$ cat config.mk
export PLATFORM = sky130hd
export DESIGN_NAME = sram_frame_reader
export DESIGN_NICKNAME = d
export VERILOG_FILES = /design/src/rtl/sram_rd_pkg.sv /design/src/rtl/pix_skid_fifo.sv /design/src/rtl/sram_frame_reader.sv
export SDC_FILE = /design/constraint.sdc
export NUM_CORES = 1
export LEC_CHECK = 0
export ABC_AREA = 1
export BUFFER_PORTS_ARGS = -buffer_cell sky130_fd_sc_hd__buf_2
export CAP_MARGIN = 15
export CORE_ASPECT_RATIO = 0.75
export CORE_MARGIN = 5
export CORE_UTILIZATION = 44
export DETAILED_ROUTE_END_ITERATION = 8
export PLACE_DENSITY = 0.69
export SETUP_SLACK_MARGIN = 0.05
export SKIP_CTS_REPAIR_TIMING = 1
export SLEW_MARGIN = 10
export SYNTH_ARGS = -nofsm -noshare
export SYNTH_HDL_FRONTEND = slang
export SYNTH_SLANG_ARGS = --single-unit
$ cat constraint.sdc
create_clock -name clk_i -period 4.8 [get_ports clk_i]
set_input_delay 0.24 -clock clk_i [delete_from_list [all_inputs] [get_ports clk_i]]
set_output_delay 0.24 -clock clk_i [all_outputs]
set_load 0.01 [all_outputs]
$ cat src/rtl/sram_rd_pkg.sv
// Shared types and width helpers for the SRAM frame reader.
package sram_rd_pkg;

   typedef enum logic [1:0] {
      StIdle,
      StRun,
      StDrain
   } state_e;

   // Width of a counter/index over v items, never narrower than one bit.
   function automatic int unsigned clog2_min1(input int unsigned v);
      return (v > 1) ? $clog2(v) : 1;
   endfunction

endpackage

$ cat src/rtl/pix_skid_fifo.sv
// Two-entry pixel FIFO; push and pop may occur in the same cycle.
module pix_skid_fifo #(
   parameter int unsigned WIDTH = 8
) (
   input  logic             clk_i,
   input  logic             rst_i,
   input  logic             push_i,
   input  logic [WIDTH-1:0] push_data_i,
   input  logic             pop_i,
   output logic [1:0]       count_o,
   output logic [WIDTH-1:0] head_o
);

   logic [1:0][WIDTH-1:0] mem_q;
   logic                  wr_ptr_q;
   logic                  rd_ptr_q;
   logic [1:0]            count_q;
   logic [1:0]            count_d;

   always_comb begin
      count_d = count_q;
      if (push_i && !pop_i) begin
         count_d = count_q + 2'd1;
      end else if (!push_i && pop_i) begin
         count_d = count_q - 2'd1;
      end
   end

   always_ff @(posedge clk_i or posedge rst_i) begin
      if (rst_i) begin
         mem_q    <= '0;
         wr_ptr_q <= 1'b0;
         rd_ptr_q <= 1'b0;
         count_q  <= 2'd0;
      end else begin
         if (push_i) begin
            mem_q[wr_ptr_q] <= push_data_i;
            wr_ptr_q        <= ~wr_ptr_q;
         end
         if (pop_i) begin
            rd_ptr_q <= ~rd_ptr_q;
         end
         count_q <= count_d;
      end
   end

   assign count_o = count_q;
   assign head_o  = mem_q[rd_ptr_q];

endmodule

$ cat src/rtl/sram_frame_reader.sv
// Raster-order frame reader: issues SRAM reads, absorbs the one-cycle read
// latency and streams pixels with coordinates and line/frame flags.
module sram_frame_reader
   import sram_rd_pkg::*;
#(
   parameter  int unsigned WIDTH  = 8,
   parameter  int unsigned IMG_W  = 256,
   parameter  int unsigned IMG_H  = 256,
   parameter  int unsigned DEPTH  = IMG_W * IMG_H,
   localparam int unsigned ADDR_W = clog2_min1(DEPTH),
   localparam int unsigned X_W    = clog2_min1(IMG_W),
   localparam int unsigned Y_W    = clog2_min1(IMG_H)
) (
   input  logic              clk_i,
   input  logic              rst_i,
   input  logic              start_i,
   output logic              busy_o,
   output logic              done_o,
   output logic              sram_cs_o,
   output logic              sram_write_en_o,
   output logic [ADDR_W-1:0] sram_addr_o,
   input  logic [WIDTH-1:0]  sram_rdata_i,
   output logic              pix_valid_o,
   input  logic              pix_ready_i,
   output logic [WIDTH-1:0]  pix_data_o,
   output logic [X_W-1:0]    pix_x_o,
   output logic [Y_W-1:0]    pix_y_o,
   output logic              pix_eol_o,
   output logic              pix_last_o
);

   state_e            state_q, state_d;
   logic [ADDR_W-1:0] rd_addr_q, rd_addr_d;
   logic [X_W-1:0]    x_q, x_d;
   logic [Y_W-1:0]    y_q, y_d;
   logic              inflight_q;
   logic              done_q, done_d;

   logic [1:0]        fifo_count;
   logic              pop;
   logic              issue;
   logic [2:0]        occ_next;

   pix_skid_fifo #(
      .WIDTH (WIDTH)
   ) u_fifo (
      .clk_i       (clk_i),
      .rst_i       (rst_i),
      .push_i      (inflight_q),
      .push_data_i (sram_rdata_i),
      .pop_i       (pop),
      .count_o     (fifo_count),
      .head_o      (pix_data_o)
   );

   assign pix_valid_o = (fifo_count != 2'd0);
   assign pop         = pix_valid_o & pix_ready_i;

   // Slots committed after this cycle: buffered + in flight - leaving now.
   assign occ_next = {1'b0, fifo_count} + {2'b00, inflight_q} - {2'b00, pop};
   assign issue    = (state_q == StRun) && (occ_next < 3'd2);

   assign pix_eol_o  = (x_q == X_W'(IMG_W - 1));
   assign pix_last_o = pix_eol_o && (y_q == Y_W'(IMG_H - 1));

   always_comb begin
      state_d   = state_q;
      rd_addr_d = rd_addr_q;
      x_d       = x_q;
      y_d       = y_q;
      done_d    = 1'b0;

      if (pop) begin
         if (pix_eol_o) begin
            x_d = '0;
            y_d = pix_last_o ? '0 : y_q + 1'b1;
         end else begin
            x_d = x_q + 1'b1;
         end
      end

      unique case (state_q)
         StIdle: begin
            if (start_i) begin
               state_d   = StRun;
               rd_addr_d = '0;
               x_d       = '0;
               y_d       = '0;
            end
         end
         StRun: begin
            if (issue) begin
               if (rd_addr_q == ADDR_W'(DEPTH - 1)) begin
                  state_d = StDrain;
               end else begin
                  rd_addr_d = rd_addr_q + 1'b1;
               end
            end
         end
         StDrain: begin
            if (pop && pix_last_o) begin
               state_d = StIdle;
               done_d  = 1'b1;
            end
         end
         default: state_d = StIdle;
      endcase
   end

   always_ff @(posedge clk_i or posedge rst_i) begin
      if (rst_i) begin
         state_q    <= StIdle;
         rd_addr_q  <= '0;
         x_q        <= '0;
         y_q        <= '0;
         inflight_q <= 1'b0;
         done_q     <= 1'b0;
      end else begin
         state_q    <= state_d;
         rd_addr_q  <= rd_addr_d;
         x_q        <= x_d;
         y_q        <= y_d;
         inflight_q <= issue;
         done_q     <= done_d;
      end
   end

   assign busy_o          = (state_q != StIdle);
   assign done_o          = done_q;
   assign sram_cs_o       = issue;
   assign sram_write_en_o = 1'b0;
   assign sram_addr_o     = issue ? rd_addr_q : '0;
   assign pix_x_o         = x_q;
   assign pix_y_o         = y_q;

endmodule

==> impl_results.md <==
- Flops & latches, synth: between 50 and 60
- Starting Density: 45.8%
- Die X: 108 µm
- Placed Cells: between 500 and 600
- Layout Cells excl Fill: 567
- Layout cells sized above 1: 19.4%
- First-pass GRT wire length: 12200 µm
- Worst Reg-to-Reg Cells: 12
- R2R Path End: rd_addr_q[10]
- Synth top area share: 44.4%
- Vias post-DR: between 2000 and 3000
- Clock share of power: a little under a fifth
- Pleak: 0.00181 µW
- Total power density per cell area: just under 500 nW/µm²
- Sink Count: 56
- Critical Path End Type: output pin
- # setup viols final: 0
- Ant. Diodes: 0
- Min Tclk post-route: approximately 3.7 ns
- Cts bufs inserted: 5
- TNS Setup: 0 ns
- IO Count: 59
- Reg2reg start: u_fifo.count_o[1]
- CP max FO: 19
- Worst-Skew Late Latency: 0.31 ns
- Largest cells by area after synthesis: dfrtp_1, nand2_1, nor2_1
- Ys Warns: 0
- Row cnt: 26
- Syn Inst Count: approximately 420
- Comb power frac: 40.9%
- Mapped cell area: 3160 µm²
- Cell Int Power: around 1000 µW
- Count leader, synth: nand2_1
- CTS H-tree depth: 2
- Drt pass-1 iters: 5
- Worst min path class: in2async
- Tcrit/Tclk final: 76.1%
- Worst-path clk slew: 0.11 ns
- Hpwl dp: slightly above 5000 µm
- Synth Area per Inst: 7.61 µm²
- Slew @ Worst Pin: 0.724 ns
- Async SR Flop Fraction: 100%
- Gr ovfl total: 0
- Synth area leader: dfrtp_1
- EDFF count, synth: 0
- CP required: 4.56 ns
- Clock buffer depth: 2
- Port Buf Inserts: 57
- Die area: roughly 9000 µm²
- Sw Pwr: 712 µW
- Arr. time, crit path: about 3.4 ns
- Post-synthesis cell type count: 33
- Crit start category: flip-flop
- Core area: 6900 µm²
- Sw frac: 41.0%
- Mapped Nets: 433
- Post-route ant nets: 0
- Routed len/inst: 12.2 µm
- Initial antenna violation count: 0
- RSZ-0062 raised after global routing: no
- # Max-Cap Violations: 0
- GRT Util Overall: between 15 and 20%
- Largest net degree at the start of global routing: 57
- Most common library cells after synthesis: nand2_1, nor2_1, dfrtp_1, inv_1, nand3_1
- VDD IR max: 0.259 mV
- FF-to-FF setup slack: 1.20 ns
- F_max: around 0.27 GHz
- Status: completed
- CTS tree: built
- Vert. Die Dim: 83.4 µm
- RD Place Congestion: 0.852
- Sequential area share after synthesis: ~44%
- Pins over their slew limit: 0
- Final WL: 6930 µm
- Vias per Instance: between 4 and 5
- Nets: 486
- Crit Path Category: reg2out
- Slew headroom: 51.7%
- Skew final: about 0.012 ns
- Iteration-0 DRC Markers: 126
- Ys flop type: dfrtp_1
- CTS root buffer: clkbuf_8
- Vias in the first global route: 2751
- Flop pwr share: between 40% and 50%
- Area grow syn2layout: 14.3%
- Final hold violations: 0
- Final routed DRC violation total: 0
-- worst max-delay path, cell delays in order, from the launching register on --
cell	delay, ns
dfrtp_1	0.43
inv_1	0.11
nand2_1	0.07
nand2_1	0.35
inv_2	0.15
ha_1	0.29
or2_2	0.31
fa_1	0.52
nand4_2	0.44
nor2_1	0.26
buf_2	0.17
-- cell type report --
cell class	instances	area (µm²)
clock buffer	5	68.8
clock inverter	3	47.5
fill	689	3290
inverter	51	191
multi-input combinational	296	1480
sequential	56	1400
tap	98	123
timing repair buffer	58	293
-- power by group through the flow --
stage	Clock (µW)	Combinational (µW)	Sequential (µW)
after floorplan	0	588	688
after global placement	0	697	712
after detailed placement	0	720	718
after CTS	324	722	709
after global routing	344	818	728
final	319	710	707
-- worst max path at each step --
stage                           start              end  depth (start not counted)
floorplan           u_fifo.count_o[1]  sram_addr_o[10]                         10
global placement    u_fifo.count_o[1]     rd_addr_q[1]                         12
detailed placement  u_fifo.count_o[1]    rd_addr_q[10]                         12
CTS                 u_fifo.count_o[1]  sram_addr_o[10]                         10
global route        u_fifo.count_o[1]  sram_addr_o[10]                         10
finish              u_fifo.count_o[1]  sram_addr_o[10]                         10
-- flip-flops by register name, indices dropped and copies added (netlist names) --
signal / cells
state_q: 2
pix_x_o: 8
rd_addr_q: 16
u_fifo.rd_ptr_q: 1
done_o: 1
u_fifo.count_o: 2
inflight_q: 1
u_fifo.mem_q: 16
u_fifo.wr_ptr_q: 1
pix_y_o: 8
-- per-layer routing --
| layer | part of all wire, % | vias to the layer above | GRT usage (%) |
|---|---|---|---|
| li1 | - | 1414 | - |
| met4 | 0.91 | 0 | 4.82 |
| met5 | 0 | - | 0 |
| met3 | 5.3 | 7 | 3.95 |
| met1 | 50 | 1299 | 21.7 |
| met2 | 43 | 61 | 25.6 |
-- cells by family (layout without fill, tap and decap cells) --
kind of cell    after synthesis  in the layout  synth area share [%]
compound gates               44             44                  7.21
xor+xnor                     12             12                  3.33
fa+ha+maj                     6              6                  2.62
buf+inv                      63            117                  8.60
flops                        56             56                  44.4
mux                           8              8                  2.85
other cells                   1              1                 0.119
simple gates                225            225                  30.9
-- layout by cell type (no fill, tap or decap) --
| cell | netlist | routed |
|---|---|---|
| and2_1 | 1 | 1 |
| mux2_2 | 8 | 8 |
| o21ai_1 | 13 | 13 |
| conb_1 | 1 | 1 |
| o21a_1 | 1 | 1 |
| nand4_1 | 8 | 8 |
| dfrtp_1 | 56 | 56 |
| xnor2_1 | 3 | 3 |
| inv_1 | 47 | 46 |
| or2_2 | 2 | 2 |
| nor2_4 | 2 | 2 |
| inv_2 | 4 | 5 |
| buf_4 | 1 | 1 |
| nand3_1 | 28 | 28 |
| nor3_1 | 8 | 8 |
| nor3b_1 | 1 | 1 |
| fa_1 | 1 | 1 |
| nor2_2 | 2 | 2 |
| xor2_1 | 9 | 9 |
| bufinv_16 | 0 | 1 |
| clkinv_4 | 0 | 2 |
| nor3b_2 | 1 | 1 |
| o21bai_1 | 2 | 2 |
| nand2_2 | 3 | 3 |
| clkbuf_8 | 0 | 5 |
| a21oi_1 | 3 | 3 |
| nand4_2 | 1 | 1 |
| o21ai_0 | 25 | 25 |
| buf_2 | 0 | 57 |
| or2_1 | 1 | 1 |
| nand2_1 | 103 | 103 |
| nor2_1 | 63 | 63 |
| nand3_2 | 1 | 1 |
| ha_1 | 5 | 5 |
-- stage by stage --
stage	total power, µW	utilization (%)	hold WS, ns	setup WS, ns	area (µm²)
floorplan	1280	-	0.324	2.05	3160
global placement	1410	50.6	0.438	1.34	3490
detailed placement	1440	50.6	0.446	1.17	3490
CTS	1760	52.3	0.111	1.10	3610
global route	1890	52.3	0.116	0.791	3610
finish	1740	52.3	0.110	1.15	3610
Note: power is estimated with default switching activity, not from simulation.
